[config.mk]
export PLATFORM = sky130hd
export DESIGN_NAME = serial_word_rx_flat
export DESIGN_NICKNAME = d
export VERILOG_FILES = /design/src/rtl/serial_word_rx_if.sv /design/src/rtl/serial_word_rx.sv /design/src/flat_wrapper.sv
export SDC_FILE = /design/constraint.sdc
export NUM_CORES = 1
export LEC_CHECK = 0
export ABC_CLOCK_PERIOD_IN_PS = 1500
export CORE_AREA = 5 5 42 44
export CTS_CLUSTER_SIZE = 12
export DETAILED_ROUTE_END_ITERATION = 16
export DIE_AREA = 0 0 47 49
export DONT_BUFFER_PORTS = 1
export HOLD_SLACK_MARGIN = 0.15
export MAX_ROUTING_LAYER = met4
export PLACE_DENSITY = 0.7
export REMOVE_ABC_BUFFERS = 1
export SKIP_CTS_REPAIR_TIMING = 1
export SLEW_MARGIN = 20
export SYNTH_ARGS = -nofsm -noshare
export SYNTH_HDL_FRONTEND = slang
export SYNTH_SLANG_ARGS = --single-unit
[constraint.sdc]
create_clock -name clk -period 1.5 [get_ports clk]
set_input_delay 0.3 -clock clk [delete_from_list [all_inputs] [get_ports clk]]
set_output_delay 0.3 -clock clk [all_outputs]
set_load 0.02 [all_outputs]
[src/rtl/serial_word_rx_if.sv]
// Port bundle for serial_word_rx: serial bit input, abort, and the parallel
// word output with its valid/ready handshake and status.
interface serial_word_rx_if #(
    parameter int WIDTH = 4
);
    localparam int CW = $clog2(WIDTH);

    logic             sin;
    logic             sin_valid;
    logic             dir;
    logic             clr;
    logic             out_ready;
    logic [WIDTH-1:0] out_data;
    logic             out_valid;
    logic [CW-1:0]    bit_cnt;
    logic             overrun;

    modport master (
        output sin, sin_valid, dir, clr, out_ready,
        input  out_data, out_valid, bit_cnt, overrun
    );

    modport slave (
        input  sin, sin_valid, dir, clr, out_ready,
        output out_data, out_valid, bit_cnt, overrun
    );
endinterface

[src/rtl/serial_word_rx.sv]
// Serial-to-parallel word receiver: collects WIDTH bits LSB- or MSB-first and
// presents each word on a registered valid/ready output, flagging overruns.
module serial_word_rx #(
    parameter int WIDTH = 4
) (
    input logic             clk,
    input logic             rst,
    serial_word_rx_if.slave bus
);
    localparam int CW = $clog2(WIDTH);
    localparam logic [CW-1:0] LAST = CW'(WIDTH - 1);

    typedef enum logic {IDLE, RECV} state_t;

    state_t           state_q, state_d;
    logic [WIDTH-1:0] sh_q, sh_d, shifted, data_d;
    logic [CW-1:0]    cnt_q, cnt_d;
    logic             dir_q, dir_d, shift_dir;
    logic             valid_d, ovr_d, complete;

    assign bus.bit_cnt = cnt_q;

    always_comb begin
        state_d  = state_q;
        sh_d     = sh_q;
        cnt_d    = cnt_q;
        dir_d    = dir_q;
        data_d   = bus.out_data;
        valid_d  = bus.out_valid;
        ovr_d    = bus.overrun;
        complete = 1'b0;

        // The first bit of a word uses the live dir; later bits use the latched one.
        shift_dir = (state_q == IDLE) ? bus.dir : dir_q;
        shifted   = shift_dir ? {sh_q[WIDTH-2:0], bus.sin} : {bus.sin, sh_q[WIDTH-1:1]};

        if (bus.clr) begin
            state_d = IDLE;
            sh_d    = '0;
            cnt_d   = '0;
            ovr_d   = 1'b0;
        end else if (bus.sin_valid) begin
            if (state_q == IDLE) dir_d = bus.dir;
            if (cnt_q == LAST) begin
                complete = 1'b1;
                state_d  = IDLE;
                sh_d     = '0;
                cnt_d    = '0;
            end else begin
                state_d = RECV;
                sh_d    = shifted;
                cnt_d   = cnt_q + 1'b1;
            end
        end

        // A drain on the completion edge frees the slot for the new word.
        if (complete) begin
            if (!bus.out_valid || bus.out_ready) begin
                data_d  = shifted;
                valid_d = 1'b1;
            end else begin
                ovr_d = 1'b1;
            end
        end else if (bus.out_valid && bus.out_ready) begin
            valid_d = 1'b0;
        end
    end

    always_ff @(posedge clk or negedge rst) begin
        if (!rst) begin
            state_q       <= IDLE;
            sh_q          <= '0;
            cnt_q         <= '0;
            dir_q         <= 1'b0;
            bus.out_data  <= '0;
            bus.out_valid <= 1'b0;
            bus.overrun   <= 1'b0;
        end else begin
            state_q       <= state_d;
            sh_q          <= sh_d;
            cnt_q         <= cnt_d;
            dir_q         <= dir_d;
            bus.out_data  <= data_d;
            bus.out_valid <= valid_d;
            bus.overrun   <= ovr_d;
        end
    end
endmodule

[src/flat_wrapper.sv]
// flat-port wrapper written by rule: the top's interface ports become plain ports
module serial_word_rx_flat 
#(
    parameter int WIDTH = 4
)
  (clk, rst, bus_sin, bus_sin_valid, bus_dir, bus_clr, bus_out_ready, bus_out_data, bus_out_valid, bus_bit_cnt, bus_overrun);
  serial_word_rx_if #(.WIDTH(WIDTH)) bus_i ();
  input logic clk;
  input logic rst;
  input wire logic [$bits(bus_i.sin)-1:0] bus_sin;
  input wire logic [$bits(bus_i.sin_valid)-1:0] bus_sin_valid;
  input wire logic [$bits(bus_i.dir)-1:0] bus_dir;
  input wire logic [$bits(bus_i.clr)-1:0] bus_clr;
  input wire logic [$bits(bus_i.out_ready)-1:0] bus_out_ready;
  output wire logic [$bits(bus_i.out_data)-1:0] bus_out_data;
  output wire logic [$bits(bus_i.out_valid)-1:0] bus_out_valid;
  output wire logic [$bits(bus_i.bit_cnt)-1:0] bus_bit_cnt;
  output wire logic [$bits(bus_i.overrun)-1:0] bus_overrun;
  assign bus_i.sin = bus_sin;
  assign bus_i.sin_valid = bus_sin_valid;
  assign bus_i.dir = bus_dir;
  assign bus_i.clr = bus_clr;
  assign bus_i.out_ready = bus_out_ready;
  assign bus_out_data = bus_i.out_data;
  assign bus_out_valid = bus_i.out_valid;
  assign bus_bit_cnt = bus_i.bit_cnt;
  assign bus_overrun = bus_i.overrun;
  serial_word_rx #(.WIDTH(WIDTH)) u_core (.clk(clk), .rst(rst), .bus(bus_i));
endmodule
# Word-level counts from Yosys, hierarchy flattened
# Index checks and enable logic that the tools add are counted.
# word_totals
in_bits	7
out_inout_bits	8
word_cells	39
regBits	14
# classes
bitwise_logic	1
n_reduce_logical	8
n_eq_ne	2
add_sub_neg	1
muxes	20
# ops
cell	count
2-to-1 mux 4 bit	4
2-to-1 mux 1 bit	13
2-to-1 mux 2 bit	3
AND reduction 2 bit	3
nonzero test 2 bit	2
adder 2 x 1 -> 2 bit, second input constant	1
== test 2 bit, second input constant	1
!= test 2 bit, second input constant	1
logical AND 1 bit	1
logical NOT 1 bit	1
logical OR 1 bit	1
inverter 1 bit	1

# Logic depth before layout (Yosys ltp)
# logic_depth
word_depth	6
ltp_mapped	4
ltp_nobuf	4

# Worst setup path before layout
# Ideal clock, no wire load.
# synth_path
kind	reg-to-reg
from	reg u_core.cnt_q[0] (netlist: u_core.bus.bit_cnt[0])
to	reg u_core.bus.out_data[0]
slack_ps	-64
t_arrival_ps	1439
synth_period_minus_slack_ps	1564
path_stages_with_launch	5
setup_time_ps	125
required_time_ps	1375
n_path_buf	0
cell_sequence	dfrtp_1 ha_1 nand2_1 nor3_2 mux2_4
# synth_between
elab_chain_len	5
# synth_rtl
element	line	rtl
start: declaration	serial_word_rx.sv:17	logic [CW-1:0] cnt_q, cnt_d;
start signal: assignment	serial_word_rx.sv:81	cnt_q <= cnt_d;
== test 2 bit	serial_word_rx.sv:44	if (cnt_q == LAST) begin
2-to-1 mux 1 bit	serial_word_rx.sv:44	
2-to-1 mux 1 bit	serial_word_rx.sv:42	end else if (bus.sin_valid) begin
2-to-1 mux 1 bit	serial_word_rx.sv:37	if (bus.clr) begin
AND reduction 2 bit (no line)	n/a	
end signal: assignment	serial_word_rx.sv:83	bus.out_data <= data_d;
end: declaration	serial_word_rx_if.sv:25	output out_data, out_valid, bit_cnt, overrun
# No other way between the ends.
# A chain may end at the register's enable or synchronous reset.

# Worst setup path in the final report
# layout_path
from	reg u_core.state_q
to	reg u_core.sh_q[1]
# layout_between
elab_chain_len	5
# layout_rtl
element	line	rtl
start: declaration	serial_word_rx.sv:15	state_t state_q, state_d;
start signal: assignment	serial_word_rx.sv:79	state_q <= state_d;
2-to-1 mux 1 bit	n/a	
2-to-1 mux 4 bit	serial_word_rx.sv:35	shifted = shift_dir ? {sh_q[WIDTH-2:0], bus.sin} : {bus.sin, sh_q[WIDTH-1:1]};
2-to-1 mux 4 bit	serial_word_rx.sv:44	
2-to-1 mux 4 bit	serial_word_rx.sv:42	
2-to-1 mux 4 bit	serial_word_rx.sv:37	
end signal: assignment	serial_word_rx.sv:72	sh_q <= '0;
end signal: assignment	serial_word_rx.sv:80	sh_q <= sh_d;
end: declaration	serial_word_rx.sv:16	logic [WIDTH-1:0] sh_q, sh_d, shifted, data_d;
# No other way between the ends. The select of a mux whose other input is x is not followed.

==> impl_metrics.toml <==
[status]
outcome = "completed"

[route]
drtIter0Drc = 5
wire_per_inst_um = 15.12
via_count = 431
wl_um = 1225
drt-pass1-iter-count = 4
antenna_left = 0
drc = 0
viasPerCell = 5.321

[timing]
max_slew_margin = 0.5676
setup_viol = 0
whs_ns = 0.1823
fin_crit_sh = 0.9108
fmax_mhz = 731.9
skew_ns = 0.005670
grt_setup_unrepaired = "false"
tightest_slew_ns = 0.6464
period_needed_ns = 1.366
drv_slew = 0
hold_viol_final = 0

[clock_network]
htree_levels = 1
clock_path_buffers = 2
cts_tree = "done"
clock_latency_ns = 0.28
cts_sinks = 14
clockRootBuffer = "clkbuf_4"
cts_made_buffers = 3
clk_pin_slew_worst_paths_ns = 0.08

[hold_path]
hold_path.class = "primary input to register"
min_from = "bus_sin_valid"

[grt]
antenna_found_initial = 0
grt_pass1_wl_um = 1959
grt_overflow = 0
grt_pass1_vias = 434
grt_util_all_layers = 0.1235
grt_max_degree = 15

[yosys]
synth_seq_cells = 14
synthCells = 56
synth_cell_types = 21
syn_avg_cell_area_um2 = 11.77
ys_warn_count = 0
seq_area_frac_synth = 0.5313
synth_area_um2 = 659.4

[floorplanning]
io_pins = 15
start_util = 0.4705
die_x_um = 47
placeableCoreArea_um2 = 1401
die_area_um2 = 2303
rows = 14
die_y_um = 49

[setup_path]
critPathMaxFanout = 4
path_class = "register to register"
crit_path_start = "u_core.state_q"
critPathLaunchType = "register"
r2r_start = "u_core.state_q"
crit_path_end_kind = "register"
worstPathRequired_ns = 1.65
crit_arrival_ns = 1.52

[cells_and_area]
final_common_cell = "dfrtp_1"
synthToLayoutAreaGrowth_pct = 15.37
layout_common_cells = "14 x dfrtp_1, 8 x mux2i_1, 6 x inv_1"
final_layout_size_suffix_gt1_frac = 0.2000
fin_area_um2 = 760.7
diodes = 0
nets = 76
num-fill-cells = 124

[placed_design]
gp_congestion = 0.7270
placed_area_um2 = 708.2
portBuffers = 0
hpwl_um = 895

[power_and_ir_drop]
p_seq_frac = 0.594
sw_frac_of_total = 0.2984
ir_worst_vdd_uv = 748.6
power.internal_uw = 577.9
p_switching_uw = 245.8
power_frac_clock = 0.256
total_power_uw = 823.7
combPwrFrac = 0.150
leakagePower_nw = 0.3657
pwr_density_cell_nw_per_um2 = 1083

[run]
cap_violations = 0
-- synthesized netlist by cell type --
| cell | number | area share |
|---|---|---|
| dfrtp_1 | 14 | 0.53 |
| mux2i_1 | 8 | 0.12 |
| inv_1 | 6 | 0.034 |
| nor2_1 | 5 | 0.028 |
| nand2_1 | 3 | 0.017 |
| ha_1 | 2 | 0.038 |
| mux2_4 | 2 | 0.046 |
| o21ai_0 | 2 | 0.015 |
| o32ai_1 | 2 | 0.027 |
| a22o_2 | 1 | 0.015 |
| a31oi_1 | 1 | 0.0095 |
| buf_2 | 1 | 0.0076 |
| clkbuf_1 | 1 | 0.0057 |
| mux2i_2 | 1 | 0.021 |
| nand2b_1 | 1 | 0.0095 |
| nor2b_1 | 1 | 0.0095 |
| nor3_2 | 1 | 0.015 |
| nor3b_1 | 1 | 0.011 |
| o21bai_1 | 1 | 0.011 |
| or3b_1 | 1 | 0.013 |
| xnor2_1 | 1 | 0.013 |
-- critical path, cell delays in order (launching register included) --
cell	delay, ns
dfrtp_1	0.39
mux2i_2	0.28
buf_4	0.19
mux2i_1	0.25
o32ai_1	0.12
-- state kept, by name, indices dropped and copies added (netlist names) --
register and count:
u_core.bus.out_data 4, u_core.sh_q 4, u_core.dir_q 1, u_core.bus.out_valid 1, u_core.state_q 1, u_core.bus.overrun 1, u_core.bus.bit_cnt 2
-- path summary, 6_finish.rpt --
check,end,slack (ns),cells after the start
worst max-delay path,u_core.sh_q[1],0.13,4
max in group asynchronous,u_core.bus.out_data[1],0.60,1
min in group asynchronous,u_core.bus.out_data[0],0.48,1
worst max register to register,u_core.sh_q[1],0.13,4
worst min register to register,u_core.dir_q,0.50,2
worst min-delay path,u_core.bus.bit_cnt[0],0.18,2
-- through the flow --
step | setup slack, ns | utilization | setup TNS (ns) | std cells
6_report | 0.1338 | 0.5429 | 0 | 81
5_1_grt | 0.01669 | 0.5429 | 0 | 81
4_1_cts | 0.1287 | 0.5214 | 0 | 78
3_5_place_dp | 0.1485 | 0.5054 | 0 | 75
3_3_place_gp | 0.1572 | 0.5054 | 0 | 75
2_1_floorplan | -0.06419 | - | -0.06419 | 54
-- final cells by class --
class | instances | area [um2] | share of cell area
Tap cell | 16 | 20.02 | 0.02632
Inverter | 6 | 22.52 | 0.02961
Clock buffer | 3 | 22.52 | 0.02961
Multi-Input combinational cell | 34 | 277.8 | 0.3651
Timing Repair Buffer | 8 | 67.56 | 0.08882
Sequential cell | 14 | 350.3 | 0.4605
-- cell families (layout without fill, tap and decap cells) --
kind of cell | Yosys count | after routing | synth area share
multiplexers | 11 | 11 | 0.1879
XOR/XNOR | 1 | 1 | 0.01329
buffers and inverters | 8 | 17 | 0.04742
AO/OA/AOI/OAI | 7 | 7 | 0.07782
AND/OR/NAND/NOR | 13 | 13 | 0.1044
adder cells (fa/ha/maj) | 2 | 2 | 0.03794
flip-flops | 14 | 14 | 0.5313
-- routing by layer --
layer | vias to the layer above | global-route usage | wire, um | part of all wire
li1 | 211 | - | - | -
met1 | 199 | 0.1628 | 530 | 0.43
met2 | 17 | 0.1584 | 562 | 0.46
met3 | 4 | 0.03690 | 105 | 0.086
met4 | 0 | 0.08295 | 27 | 0.022
met5 | - | - | 0 | 0
-- power groups by stage --
stage | Sequential, mW | Combinational [mW] | Clock, mW
2_1_floorplan | 0.496 | 0.0749 | 0
3_3_place_gp | 0.495 | 0.108 | 0
3_5_place_dp | 0.498 | 0.109 | 0
4_1_cts | 0.491 | 0.109 | 0.217
5_1_grt | 0.496 | 0.139 | 0.239
6_report | 0.489 | 0.124 | 0.211
Power figures use the tool's default switching activity.
